## src/rtl/y_alu_pkg.sv

```systemverilog
// Shared definitions for the y_alu_arb slice: ALU op codes, sequencer state type
// and op legality helper.
package y_alu_pkg;

    localparam logic [2:0] ALU_AND = 3'b000;
    localparam logic [2:0] ALU_OR  = 3'b001;
    localparam logic [2:0] ALU_ADD = 3'b010;
    localparam logic [2:0] ALU_SUB = 3'b110;
    localparam logic [2:0] ALU_SLT = 3'b111;

    typedef enum logic {
        ST_IDLE,
        ST_RESP
    } state_t;

    function automatic logic is_legal_op(input logic [2:0] op);
        return (op == ALU_AND) || (op == ALU_OR) || (op == ALU_ADD) ||
               (op == ALU_SUB) || (op == ALU_SLT);
    endfunction

endpackage

```

## src/rtl/y_alu_core.sv

```systemverilog
// Single-cycle combinational ALU: AND/OR/ADD/SUB/SLT; illegal ops yield z=0 with err set.
module y_alu_core
    import y_alu_pkg::*;
#(
    parameter int WIDTH = 32
) (
    input  logic [WIDTH-1:0] i_a,
    input  logic [WIDTH-1:0] i_b,
    input  logic [2:0]       i_op,
    output logic [WIDTH-1:0] o_z,
    output logic             o_zero,
    output logic             o_err
);

    logic [WIDTH-1:0] w_diff;
    logic             w_lt;

    assign w_diff = i_a - i_b;
    // Differing signs: the negative operand is smaller; otherwise the difference cannot overflow.
    assign w_lt   = (i_a[WIDTH-1] != i_b[WIDTH-1]) ? i_a[WIDTH-1] : w_diff[WIDTH-1];

    always_comb begin
        o_z = '0;
        case (i_op)
            ALU_AND: o_z = i_a & i_b;
            ALU_OR:  o_z = i_a | i_b;
            ALU_ADD: o_z = i_a + i_b;
            ALU_SUB: o_z = w_diff;
            ALU_SLT: o_z = {{(WIDTH-1){1'b0}}, w_lt};
            default: o_z = '0;
        endcase
    end

    assign o_zero = (o_z == '0);
    assign o_err  = !is_legal_op(i_op);

endmodule

```

## src/rtl/y_alu_arb.sv

```systemverilog
// Two-requester arbiter/sequencer around one shared ALU with a registered, backpressured result.
// Define Y_ALU_ARB_RR_EN for round-robin tie-breaking; otherwise requester 0 has fixed priority.
module y_alu_arb
    import y_alu_pkg::*;
#(
    parameter int WIDTH = 32
) (
    input  logic             clk,
    input  logic             rst_n,
    input  logic             req0_valid,
    output logic             req0_ready,
    input  logic [WIDTH-1:0] req0_a,
    input  logic [WIDTH-1:0] req0_b,
    input  logic [2:0]       req0_op,
    input  logic             req1_valid,
    output logic             req1_ready,
    input  logic [WIDTH-1:0] req1_a,
    input  logic [WIDTH-1:0] req1_b,
    input  logic [2:0]       req1_op,
    output logic             rsp0_valid,
    input  logic             rsp0_ready,
    output logic             rsp1_valid,
    input  logic             rsp1_ready,
    output logic [WIDTH-1:0] rsp_z,
    output logic             rsp_zero,
    output logic             rsp_err
);

    state_t           r_state;
    state_t           w_state_nxt;
    logic             r_owner;
    logic [WIDTH-1:0] r_z;
    logic             r_zero;
    logic             r_err;

    logic             w_tie_pick1;
    logic             w_gnt0;
    logic             w_gnt1;
    logic             w_rsp_fire;
    logic             w_slot_free;
    logic             w_accept;
    logic [WIDTH-1:0] w_a;
    logic [WIDTH-1:0] w_b;
    logic [2:0]       w_op;
    logic [WIDTH-1:0] w_z;
    logic             w_zero;
    logic             w_err;

`ifdef Y_ALU_ARB_RR_EN
    // Remembers the requester granted at the most recent accept; ties go to the other one.
    logic r_rr_ptr;

    assign w_tie_pick1 = ~r_rr_ptr;

    always_ff @(posedge clk) begin
        if (!rst_n) begin
            r_rr_ptr <= 1'b1;
        end else if (w_accept) begin
            r_rr_ptr <= w_gnt1;
        end
    end
`else
    assign w_tie_pick1 = 1'b0;
`endif

    assign w_gnt1 = req1_valid && (!req0_valid || w_tie_pick1);
    assign w_gnt0 = req0_valid && !w_gnt1;

    // Only the owner's rsp_ready matters, so the non-owner cannot influence request readiness.
    assign w_rsp_fire  = (r_state == ST_RESP) && (r_owner ? rsp1_ready : rsp0_ready);
    assign w_slot_free = rst_n && ((r_state == ST_IDLE) || w_rsp_fire);
    assign req0_ready  = w_gnt0 && w_slot_free;
    assign req1_ready  = w_gnt1 && w_slot_free;
    assign w_accept    = (w_gnt0 || w_gnt1) && w_slot_free;

    assign w_a  = w_gnt1 ? req1_a  : req0_a;
    assign w_b  = w_gnt1 ? req1_b  : req0_b;
    assign w_op = w_gnt1 ? req1_op : req0_op;

    y_alu_core #(
        .WIDTH (WIDTH)
    ) u_core (
        .i_a    (w_a),
        .i_b    (w_b),
        .i_op   (w_op),
        .o_z    (w_z),
        .o_zero (w_zero),
        .o_err  (w_err)
    );

    always_comb begin
        w_state_nxt = r_state;
        case (r_state)
            ST_IDLE: if (w_accept) w_state_nxt = ST_RESP;
            ST_RESP: begin
                if (w_accept)        w_state_nxt = ST_RESP;
                else if (w_rsp_fire) w_state_nxt = ST_IDLE;
            end
            default: w_state_nxt = ST_IDLE;
        endcase
    end

    always_ff @(posedge clk) begin
        if (!rst_n) begin
            r_state <= ST_IDLE;
        end else begin
            r_state <= w_state_nxt;
        end
    end

    always_ff @(posedge clk) begin
        if (!rst_n) begin
            r_z     <= '0;
            r_zero  <= 1'b0;
            r_err   <= 1'b0;
            r_owner <= 1'b0;
        end else if (w_accept) begin
            r_z     <= w_z;
            r_zero  <= w_zero;
            r_err   <= w_err;
            r_owner <= w_gnt1;
        end
    end

    assign rsp0_valid = (r_state == ST_RESP) && !r_owner;
    assign rsp1_valid = (r_state == ST_RESP) && r_owner;
    assign rsp_z      = r_z;
    assign rsp_zero   = r_zero;
    assign rsp_err    = r_err;

endmodule

```

## config.mk

```make
export PLATFORM = sky130hd
export DESIGN_NAME = y_alu_arb
export DESIGN_NICKNAME = d
export VERILOG_FILES = /design/src/rtl/y_alu_pkg.sv /design/src/rtl/y_alu_core.sv /design/src/rtl/y_alu_arb.sv
export SDC_FILE = /design/constraint.sdc
export NUM_CORES = 1
export LEC_CHECK = 0
export ABC_AREA = 1
export BUFFER_PORTS_ARGS = -buffer_cell sky130_fd_sc_hd__buf_2
export CAP_MARGIN = 20
export CORE_MARGIN = 2
export CORE_UTILIZATION = 35
export CTS_CLUSTER_SIZE = 28
export DETAILED_ROUTE_END_ITERATION = 10
export PLACE_DENSITY_LB_ADDON = 0.25
export SLEW_MARGIN = 20
export SYNTH_ARGS = -nofsm -noshare
export SYNTH_HDL_FRONTEND = slang
export SYNTH_SLANG_ARGS = --single-unit
```

## constraint.sdc

```tcl
create_clock -name clk -period 11.5 [get_ports clk]
set_input_delay 1.725 -clock clk [delete_from_list [all_inputs] [get_ports clk]]
set_output_delay 1.725 -clock clk [all_outputs]
set_load 0.01 [all_outputs]
```

After elaboration in Yosys (flattened, before gate mapping):

Index checks and enable logic that the tools add are counted.
Widths: inputs -> output; s select.

* flip-flop bits (word level): 36
* bits in latches: 0
* memory bits (writable): 0
* memory bits (read-only): 0
* bits of input ports: 140
* output and inout bits: 38
* logic and storage cells: 46
* memories kept: 0

* add/subtract/negate cells: 2
* multiply operators: 0
* divide/modulo/power cells: 0
* order comparisons: 0
* eq/ne operators: 5
* shift-type cells: 0
* mux-type cells: 10
* bitwise operators: 3
* reductions and logical operators: 21

Operators with widths (number)
* $pmux 32 s5: 1
* $mux 32: 2
* $add 32x32->32: 1
* $and 32x32->32: 1
* $logic_not 32->1: 1
* $or 32x32->32: 1
* $sub 32x32->32: 1
* $logic_and 1x1->1: 9
* $eq 3x3->1 const B: 2
* $logic_or 1x1->1: 6
* $mux 1: 5
* $logic_not 1->1: 4
* $eq 3x1->1 const B: 1
* $eq 3x2->1 const B: 1
* $logic_not 3->1: 1
* $mux 3: 1
* $pmux 1 s2: 1
* $ne 1x1->1: 1
* $not 1->1: 1

Depth between registers and ports, before layout:

Gate-level depths: netlist of run 1.

* depth after elaboration: 9
* depth in mapped cells: 38
* gate-level depth less buffers: 36

Modules after synthesis:

From an unflattened synthesis of run 1, not the netlist that was laid out.

* cells, all modules: 1761
* area, all modules: 8957.3 µm²

Modules (own cells, without submodules)
* y_alu_core: times used 1, cells each 1298, area each 6452.4 µm², sequential area each 0.0 µm²
* y_alu_arb: times used 1, cells each 463, area each 2504.9 µm², sequential area each 720.7 µm²

Worst setup path before layout of run 1:

OpenSTA, ideal clock, no wires.

* path type: input to register
* start: input port req0_valid
* end: register r_zero, in the netlist rsp_zero
* setup time: 0.070 ns
* data arrival time: 5.336 ns
* data required time: 11.430 ns
* path slack: 6.095 ns
* stages on the path: 32
* buffers on the path: 3
* cell sequence: inv_2 -> nand2_4 -> buf_6 -> clkbuf_1 -> clkbuf_1 -> nand2_1 -> o21ai_0 -> ha_1 -> inv_1 -> nand2_1 -> nor2_1 -> inv_1 -> nor3_1 -> nand2_1 -> a21oi_1 -> nor2_1 -> nor2_1 -> nor2_1 -> fa_1 -> inv_1 -> nor2_1 -> nand3_1 -> nand3_1 -> nor2_1 -> nand2_1 -> nor2_1 -> nand2_1 -> nor2_1 -> nand3_1 -> nor2_1 -> nand3_1 -> a21oi_1

* longest elaborated chain between the ends: 7
* elaborated cells on any way between the ends: 22
* those cells by class: 2 x add/sub; 5 x eq/ne; 5 x mux; 2 x bitwise; 8 x reduce/logical

Ends and longest elaborated chain
* start, declared: line y_alu_arb.sv:10 `input logic req0_valid,`
* $logic_not 1->1: line y_alu_arb.sv:66 `assign w_gnt1 = req1_valid && (!req0_valid || w_tie_pick1);`
* $logic_and 1x1->1: line y_alu_arb.sv:66
* $mux 32, on equally long branches: line y_alu_arb.sv:76, y_alu_arb.sv:77
* $sub 32x32->32 / $ne 1x1->1 (equally long branches): line y_alu_core.sv:18, y_alu_core.sv:20
* $mux 1: line y_alu_core.sv:20 `assign w_lt = (i_a[WIDTH-1] != i_b[WIDTH-1]) ? i_a[WIDTH-1] : w_diff[WIDTH-1];`
* $pmux 32 s5: line y_alu_core.sv:24 `case (i_op)`
* $logic_not 32->1: line y_alu_core.sv:34 `assign o_zero = (o_z == '0);`
* end signal, assigned: line y_alu_arb.sv:119 `r_zero <= w_zero;`
* end, declared: line y_alu_arb.sv:33 `logic r_zero;`

Several ways; a longest one is shown, not always the timed one.
A chain may end at the register's enable or synchronous reset.

Worst setup path after layout of run 1:

Same ends and word-level chain as after synthesis.

==> run summary, run 1 <==
Critical path peak fanout: 73
Slowest CP cell: buf_4
Via count normalized by instance count: 4.92
Post-synthesis to final-layout area growth: 14.2%
Total met3 wirelength after detailed routing: 2350 µm
Post-Syn Nets: 1921
Number of flops mapped to enable cells by yosys: 0
Count of unique library cells instantiated by Yosys: 39
Total number of clock tree sinks: 36
CP Launch Point: req0_valid
Die boundary width: 162 µm
Worst setup EP type: register
Total wirelength of the detailed-routed design: 35100 µm
Number of synthesized register bits: 36
Delay contributed by the slowest stage of the critical path: 0.66 ns
Total Die Area: 0.0262 mm²
Root Buffer Master: clkbuf_16
RSZ-0062 raised after global routing: no
Final count of pins violating max slew: 0
Post-synthesis area per instance: 5.20 µm²
WL per Instance: 16.4 µm
Final hold vios: 0
Area inside the core boundary: 0.0244 mm²
Number of buffers added for setup after CTS: 0
Routed Antenna Nets: 0
Type of origin of the critical path: primary input
ANT cells: 0
Crit path arrival time: 6.36 ns
Pwr per Cell Area: 86.7 mW/mm²
Share of flip-flops with an asynchronous set or reset: 0%
Clock tree from TritonCTS: built
Relative max-transition margin: 30.8%
Overall die height: 162 µm
Cell area after synthesis: 0.00871 mm²
Clock transition at path regs: 0.06 ns
Number of vias after detailed routing: 10.5k
Starting DRT DRC Count: 763
PortBufs: 177
Most common cell on crit path: nor2_1
Pin count of the biggest net entering global routing: 74
Total negative slack: 0 ns
Outcome: complete, no violations
Pin slew with the least headroom to its limit: 1.03 ns
Path class of the lowest-slack min-delay path: reg2reg
Wire length of the first global-routing pass: 54300 µm
Site row count: 57
Achievable Freq: 0.163 GHz
Routed wire length on met2: 15500 µm
Number of buffers inserted by hold repair at cts: 0
Path type of the worst setup path: in2reg
Commonest cells after routing, fill and taps aside: 466 x nand2_1, 349 x inv_1, 201 x nor2_1
Setup Skew: 0.00421 ns
Worst Path Required: 11.71 ns
Total global routing track utilization: 26.4%
RD Place Congestion: 0.946
Post-CTS resize count: 0
Reg-to-Reg Start: r_owner
Initial core utilization: 35.7%
Top routing layer used: met4
IR Drop Worst-Case VDD: 0.0000856 V
Post-Route M1 WL: 16900 µm
Final setup viols: 0
Maximum count of clock buffers along a single path: 2
Depth of the CTS H-tree: 2
Time the final worst path needs with I/O delays and setup: 6.15 ns
Clock Latency Late Sink: 0.28 ns
I/O pins: 178
Detailed placer's ending HPWL: 29800 µm
Tot Pwr: 0.000862 W
Reported leakage power: 6.09 nW
Flip-flop cell with the highest count after synthesis: dfxtp_1
Share of post-route cells with drive strength above 1: 12.8%
Max Cap Viol: 0
CTS buffer count: 5
Sequential fraction of the synthesis area: 8.28%
Number of instances in the synthesized netlist: 1676
Overflow left after global routing: 0
Net count of the finished layout: 2062
Most frequent standard cell in the layout excluding fill and tap cells: nand2_1
DR DRC count: 0
Number of warnings reported in the yosys synthesis log: 0
Vias in the first global route: 9727
TritonRoute pass-1 iters: 5
Number of antenna violations at the first check in global routing: 0
HP Start: rsp_zero
Fin crit share: 53.5%
Fillers: 2854
[Yosys cell counts (4+ instances only)]
cell | number | area, µm²
inv_2 | 4 | 15.0
buf_2 | 14 | 70.1
dfxtp_1 | 36 | 721
a21oi_1 | 92 | 460
nand2_2 | 5 | 31.3
nand4_1 | 14 | 87.6
nand3b_1 | 4 | 30.0
buf_6 | 7 | 78.8
nor3_1 | 14 | 70.1
inv_1 | 349 | 1310
o21bai_1 | 22 | 165
clkbuf_1 | 21 | 78.8
nand3_1 | 138 | 691
o21ai_0 | 119 | 596
nor2_1 | 202 | 758
nand2_1 | 466 | 1750
o211ai_1 | 10 | 75.1
nor2_2 | 7 | 43.8
or2_2 | 19 | 119
ha_1 | 102 | 1280
[cell type report]
type,instances,area [µm²],share of cell area (%)
inverter,354,1330,13.4
sequential,36,721,7.25
multi-input combinational,1241,6430,64.7
clock buffer,6,139,1.40
timing repair buffer,179,901,9.06
clock inverter,2,15.0,0.151
tap,324,405,4.08
[where the power goes]
part	leakage (nW)	switching [W]	total [W]	internal [W]
Combinational	5.73	0.000402	0.000582	0.000180
Clock	0.0691	0.0000522	0.000138	0.0000861
Sequential	0.297	0.00000604	0.000142	0.000136
Total	6.09	0.000460	0.000862	0.000402
[worst max-delay path: cells and delay by family]
kind / cells / cell delay (ns)
buffers and inverters: 6 / 1.13
adder cells (fa/ha/maj): 2 / 0.79
AO/OA/AOI/OAI: 3 / 0.64
AND/OR/NAND/NOR: 19 / 2.06
[sequential cells by signal, summed over array words and instances (netlist names)]
register / count
r_owner: 1
r_state: 1
rsp_err: 1
rsp_z: 32
rsp_zero: 1
[metal layers]
metal / up-vias / global-route usage [%]
li1: 5449 / -
met5: - / 0
met3: 23 / 2.20
met1: 4692 / 38.0
met2: 381 / 44.0
met4: 0 / 3.74
[metrics by stage]
step	utilization, %	cell area, µm²	hold slack [ns]	setup WS, ns	instances
5_1_grt	40.8	9940	0.481	4.76	2142
3_3_place_gp	40.1	9790	0.458	5.19	2134
4_1_cts	40.8	9940	0.475	5.40	2142
6_report	40.8	9940	0.484	5.35	2142
3_5_place_dp	40.1	9790	0.461	5.12	2134
2_1_floorplan	-	8710	0.490	6.09	1676
[logic make-up after synthesis]
group | after synthesis | share of synthesized area, %
flops | 36 | 8.28
simple gates | 879 | 42.2
fa+ha+maj | 105 | 15.3
xor+xnor | 3 | 0.302
compound gates | 254 | 15.8
buf+inv | 399 | 18.1
[path summary, 6_finish.rpt]
path / to / slack, ns / depth (start not counted)
worst max-delay path: rsp_zero / 5.35 / 30
worst min-delay path: rsp_zero / 0.48 / 2
worst max register to register: rsp_z[15] / 9.15 / 9
worst min register to register: rsp_zero / 0.48 / 2
Power figures use the tool's default switching activity.
==> inputs of run 2 (changes only) <==
--- a/config.mk
+++ b/config.mk
@@ -5,7 +5,7 @@
 export SDC_FILE = /design/constraint.sdc
 export NUM_CORES = 1
 export LEC_CHECK = 0
-export ABC_AREA = 1
+export ABC_AREA = 0
 export BUFFER_PORTS_ARGS = -buffer_cell sky130_fd_sc_hd__buf_2
 export CAP_MARGIN = 20
 export CORE_MARGIN = 2
==> constraint.sdc (replaced) <==
create_clock -name clk -period 5.8 [get_ports clk]
set_input_delay 0.87 -clock clk [delete_from_list [all_inputs] [get_ports clk]]
set_output_delay 0.87 -clock clk [all_outputs]
set_load 0.01 [all_outputs]
==> run 2 against run 1 <==
Compared with the run above: first-iteration DRC count is 2.4% lower; sequential cell count stayed put; global-route usage is 1.3 points lower; clock skew hardly changed; critical path depth is 4 lower; worst setup slack worse by 5.0 ns; combinational power is 99% higher; largest cell class unchanged.
==> run summary, run 2 <==
Fin crit share: 94.1%
Total Die Area: 0.0235 mm²
Area share of and/or/nand/nor cells after synthesis: 28.9%
Initial core utilization: 35.7%
Final setup viols: 0
ANT cells: 0
Type of origin of the critical path: primary input
Reg-to-Reg Start: r_owner
Achievable Freq: 0.183 GHz
Maximum count of clock buffers along a single path: 2
Net count of the finished layout: 1585
Depth of the CTS H-tree: 2
Leading post-synthesis cells by cell area: ha_1 16%, nand2_1 12%, dfxtp_1 9.2%, nor2_1 5.2%, inv_1 4.4%
Share of synthesized area spent on multiplexers: 2.91%
Routed Antenna Nets: 0
Time the final worst path needs with I/O delays and setup: 5.46 ns
Die boundary width: 153 µm
Most frequent standard cell in the layout excluding fill and tap cells: nand2_1
Most numerous cell types in the synthesized netlist: 247 x nand2_1, 108 x nor2_1, 102 x ha_1
Post-Syn Nets: 1413
Reported leakage power: 4.75 nW
Fillers: 2383
Post-Route M1 WL: 13400 µm
TritonRoute pass-1 iters: 6
Commonest cells after routing, fill and taps aside: 247 x nand2_1, 177 x buf_2, 107 x nor2_1
Crit path arrival time: 5.67 ns
Length in cells of the worst reg-to-reg path: 10
Hold EP: rsp_err
CTS buffer count: 5
Total met3 wirelength after detailed routing: 1690 µm
Final hold vios: 0
I/O pins: 178
Adder and majority gate portion of the synthesized area: 17.1%
Number of warnings reported in the yosys synthesis log: 0
Worst Path Required: 6.01 ns
Cell with the most instances after synthesis: nand2_1
Share of post-route cells with drive strength above 1: 20.3%
Critical path peak fanout: 13
Outcome: complete, no violations
Number of buffers added for setup after CTS: 0
Worst setup EP type: register
Compound-Gate Fraction of Synth Area: 31.1%
Post-synthesis to final-layout area growth: 19.6%
Routed wire length on met2: 14000 µm
Site row count: 54
Dominant combinational cell family by area after synthesis: compound AO/OA/AOI/OAI gates
Clock Latency Late Sink: 0.28 ns
Max Cap Viol: 0
Total wirelength of the detailed-routed design: 30100 µm
Number of synthesized register bits: 36
Slowest CP cell: or3_1
Setup Skew: 0.00387 ns
Pin slew with the least headroom to its limit: 0.912 ns
Overflow left after global routing: 0
Path class of the lowest-slack min-delay path: reg2reg
Fraction of synthesized cell area taken by the top area cell type: 16.4%
Number of flops mapped to enable cells by yosys: 0
Number of buffers inserted by hold repair at cts: 0
HP Start: rsp_err
Cell area after synthesis: 0.00779 mm²
Total negative slack: 0 ns
Root Buffer Master: clkbuf_16
Clock transition at path regs: 0.05 ns
Flip-flop cell with the highest count after synthesis: dfxtp_1
Number of antenna violations at the first check in global routing: 0
Top cell type by total area after synthesis: ha_1
Max FFs per register: 32
Number of vias after detailed routing: 9157
Post-synthesis share of cell area spent on xor and xnor gates: 2.58%
Starting DRT DRC Count: 745
Total number of clock tree sinks: 36
RD Place Congestion: 0.992
Relative max-transition margin: 39.2%
Total global routing track utilization: 25.1%
Pwr per Cell Area: 184 mW/mm²
DR DRC count: 0
Worst setup slack for register-to-register paths: 3.48 ns
Count of unique library cells instantiated by Yosys: 94
IR Drop Worst-Case VDD: 0.000109 V
Top routing layer used: met4
Hold path cells: 2
PortBufs: 177
Number of instances in the synthesized netlist: 1168
Area inside the core boundary: 0.0218 mm²
Path type of the worst setup path: in2reg
Endpoint of the most critical register-to-register path: rsp_zero
RSZ-0062 raised after global routing: no
Overall die height: 153 µm
Vias in the first global route: 8875
Utilization after layout: 42.7%
Delay contributed by the slowest stage of the critical path: 0.40 ns
Share of flip-flops with an asynchronous set or reset: 0%
Post-synthesis area per instance: 6.67 µm²
Wire length of the first global-routing pass: 48000 µm
Detailed placer's ending HPWL: 24800 µm
Pin count of the biggest net entering global routing: 36
Clock tree from TritonCTS: built
WL per Instance: 18.6 µm
Final count of pins violating max slew: 0
Post-CTS resize count: 0
Sequential fraction of the synthesis area: 9.25%
Via count normalized by instance count: 5.65
## run 2: layout make-up
class | count | area (µm²) | share of cell area (%)
Inverter | 95 | 357 | 3.83
Sequential cell | 36 | 721 | 7.73
Timing Repair Buffer | 228 | 1280 | 13.7
Tap cell | 280 | 350 | 3.76
Multi-Input combinational cell | 974 | 6460 | 69.3
Clock buffer | 7 | 153 | 1.64
## run 2: cells by family (layout without fill, tap and decap cells)
group | Yosys count | after routing
and+or+nand+nor | 500 | 500
AOI/OAI and AO/OA | 324 | 324
buffers and inverters | 158 | 330
adders and majority gates | 105 | 105
DFF | 36 | 36
xor gates and xnor gates | 23 | 23
muxes | 22 | 22
## run 2: stage by stage
step	cells	setup WS [ns]	cell area, µm²	power [W]	hold WS [ns]
global placement	1613	0.337	9170	0.00143	0.440
floorplan	1168	0.228	7790	0.00105	0.476
detailed placement	1613	0.126	9170	0.00142	0.444
CTS	1620	0.391	9320	0.00171	0.451
finish	1620	0.344	9320	0.00172	0.447
global route	1620	0.0527	9320	0.00185	0.488
## run 2: critical path, delay by kind of cell
kind,cells,cell delay [ns]
simple gates,14,2.44
buf+inv,3,0.52
fa+ha+maj,2,0.63
compound gates,7,1.20
## run 2: power by group
| group | internal [W] | switching [W] | total, W |
|---|---|---|---|
| sequential | 0.000271 | 0.0000123 | 0.000283 |
| combinational | 0.000448 | 0.000708 | 0.00116 |
| clock | 0.000180 | 0.0000996 | 0.000280 |
## run 2: how the worst max path moves through the flow
stage	start	to	cells after the start
6_report	req0_valid	rsp_zero	26
5_1_grt	req1_valid	rsp_zero	25
4_1_cts	req0_valid	rsp_zero	26
3_5_place_dp	req0_valid	rsp_zero	26
3_3_place_gp	req0_valid	rsp_zero	26
2_1_floorplan	req0_valid	rsp_zero	27
## run 2: per-layer routing
layer | up-vias | track usage (%)
met5 | - | 0
met4 | 0 | 7.58
met3 | 58 | 1.93
met2 | 370 | 43.3
met1 | 4243 | 33.3
li1 | 4486 | -
==> inputs of run 3 (changes only) <==
--- a/config.mk
+++ b/config.mk
@@ -8,10 +8,11 @@
 export ABC_AREA = 0
 export BUFFER_PORTS_ARGS = -buffer_cell sky130_fd_sc_hd__buf_2
 export CAP_MARGIN = 20
-export CORE_MARGIN = 2
+export CORE_MARGIN = 3
 export CORE_UTILIZATION = 35
 export CTS_CLUSTER_SIZE = 28
 export DETAILED_ROUTE_END_ITERATION = 10
+export GPL_TIMING_DRIVEN = 0
 export PLACE_DENSITY_LB_ADDON = 0.25
 export SLEW_MARGIN = 20
 export SYNTH_ARGS = -nofsm -noshare
==> run 3 against run 2 <==
Compared with the run above: combinational power hardly changed; critical path depth grew 2; largest power group unchanged; clock skew up 0.00060 ns; first-iteration DRC count grew 18%; highest routed layer unchanged; worst setup slack worse by 0.10 ns; clock power is 1% higher; largest cell class unchanged; sequential power is essentially flat; total power up 1.4%.
==> run summary, run 3 (synthesis gave the netlist of run 2 again) <==
Outcome: complete, no violations
Total wirelength of the detailed-routed design: 33600 µm
Overall die height: 155 µm
RSZ-0062 raised after global routing: yes
Time the final worst path needs with I/O delays and setup: 5.56 ns
Final setup viols: 0
IR Drop Worst-Case VDD: 0.000123 V
Final count of pins violating max slew: 0
Achievable Freq: 0.180 GHz
Share of post-route cells with drive strength above 1: 20.1%
Pin slew with the least headroom to its limit: 0.924 ns
RD Place Congestion: 1.00
Site row count: 53
Length in cells of the worst reg-to-reg path: 10
PortBufs: 176
Final hold vios: 0
Slowest CP cell: or3_4
Path class of the lowest-slack min-delay path: reg2reg
DR DRC count: 0
Depth of the CTS H-tree: 2
Worst setup EP type: register
Max FFs per register: 32
Commonest cells after routing, fill and taps aside: 247 x nand2_1, 195 x buf_2, 106 x nor2_1
Vias in the first global route: 8858
CTS buffer count: 5
Delay contributed by the slowest stage of the critical path: 0.40 ns
Type of origin of the critical path: primary input
Relative max-transition margin: 38.4%
Number of vias after detailed routing: 9328
Starting DRT DRC Count: 880
Wire length of the first global-routing pass: 50300 µm
Fin area: 0.00940 mm²
Maximum count of clock buffers along a single path: 2
Area inside the core boundary: 0.0214 mm²
Detailed placer's ending HPWL: 26900 µm
Total number of clock tree sinks: 36
Total global routing track utilization: 26.5%
Most common cell on crit path: nand4_1
Setup Skew: 0.00447 ns
Post-synthesis to final-layout area growth: 20.6%
Via count normalized by instance count: 5.75
Initial core utilization: 36.4%
Total placed cells including tap cells: 1619
Routed wire length on met2: 15900 µm
Routed Antenna Nets: 0
Top routing layer used: met4
Worst Path Required: 6.02 ns
Overflow left after global routing: 0
Hold path cells: 2
Max Cap Viol: 0
Clock tree from TritonCTS: built
Pwr per Cell Area: 185 mW/mm²
I/O pins: 178
WL per Instance: 20.7 µm
Worst path top cell family by delay: simple AND/OR/NAND/NOR gates
Root Buffer Master: clkbuf_16
Final std cells w/o fill: 1623
Reported leakage power: 4.69 nW
Tot Pwr: 0.00174 W
Path type of the worst setup path: in2reg
Post-detailed-placement cell area: 0.00902 mm²
Number of antenna violations at the first check in global routing: 0
Fillers: 2328
Clock transition at path regs: 0.05 ns
Crit path arrival time: 5.78 ns
TritonRoute pass-1 iters: 5
Total Die Area: 0.0241 mm²
Fin crit share: 95.9%
Most frequent standard cell in the layout excluding fill and tap cells: nand2_1
Pin count of the biggest net entering global routing: 19
Critical path peak fanout: 10
Total met3 wirelength after detailed routing: 2310 µm
ANT cells: 0
Buf+Inv Stages, Crit Path: 5
Net count of the finished layout: 1593
CP Depth: 28
Post-Route M1 WL: 14400 µm
Clock Latency Late Sink: 0.29 ns
Die boundary width: 155 µm
## run 3: changes by cell type in the layout (fill, tap and decap cells not counted), sizes merged
cell / before / now
buf: 228 / 211
clkbuf: 7 / 32
clkinv: 2 / 1
clkinvlp: 0 / 1
## run 3: routing by layer
| layer | GRT usage [%] | vias up |
|---|---|---|
| met5 | 0 | - |
| met4 | 6.25 | 0 |
| met3 | 3.89 | 64 |
| met2 | 45.6 | 400 |
| met1 | 35.1 | 4361 |
| li1 | - | 4503 |
## run 3: stage by stage
step	setup WS (ns)	util (%)	hold WS, ns	setup TNS, ns
4_1_cts	0.0367	43.6	0.453	0
6_report	0.240	43.9	0.455	0
3_3_place_gp	-1.83	42.1	0.442	-6.12
5_1_grt	0.000439	43.9	0.477	0
3_5_place_dp	-1.85	42.1	0.446	-6.59
2_1_floorplan	0.228	-	0.476	0
## run 3: worst paths after layout
check             end  slack, ns       start
max          rsp_zero       0.24  req1_valid
min           rsp_err       0.46     rsp_err
max reg2reg  rsp_zero       3.35     r_owner
min reg2reg   rsp_err       0.46     rsp_err
## run 3: where the power goes
group          switching [W]  internal (W)
logic               0.000741      0.000434
registers          0.0000121      0.000271
clock network       0.000104      0.000180
total               0.000857      0.000885
## run 3: tightest hold or removal path, stage by stage (launching register included)
cell and delay, ns:
dfxtp_1 0.31, nand2_1 0.05, a21oi_1 0.05
## run 3: final cells by class
type / instances / area (µm²) / area share, %
Timing Repair Buffer: 178 / 896 / 9.53
Inverter: 95 / 360 / 3.83
Tap cell: 275 / 344 / 3.66
Sequential cell: 36 / 721 / 7.67
Multi-Input combinational cell: 974 / 6560 / 69.8
Buffer: 58 / 365 / 3.89
Clock buffer: 7 / 153 / 1.62
## run 3: what timing repair did
action | 4_1_cts | 5_1_grt
setup buffers | 1 | 1
hold buffers | 0 | 0
setup endpoints to repair | 8 | 1
pin swaps | 3 | 4
resized for setup | 48 | 26
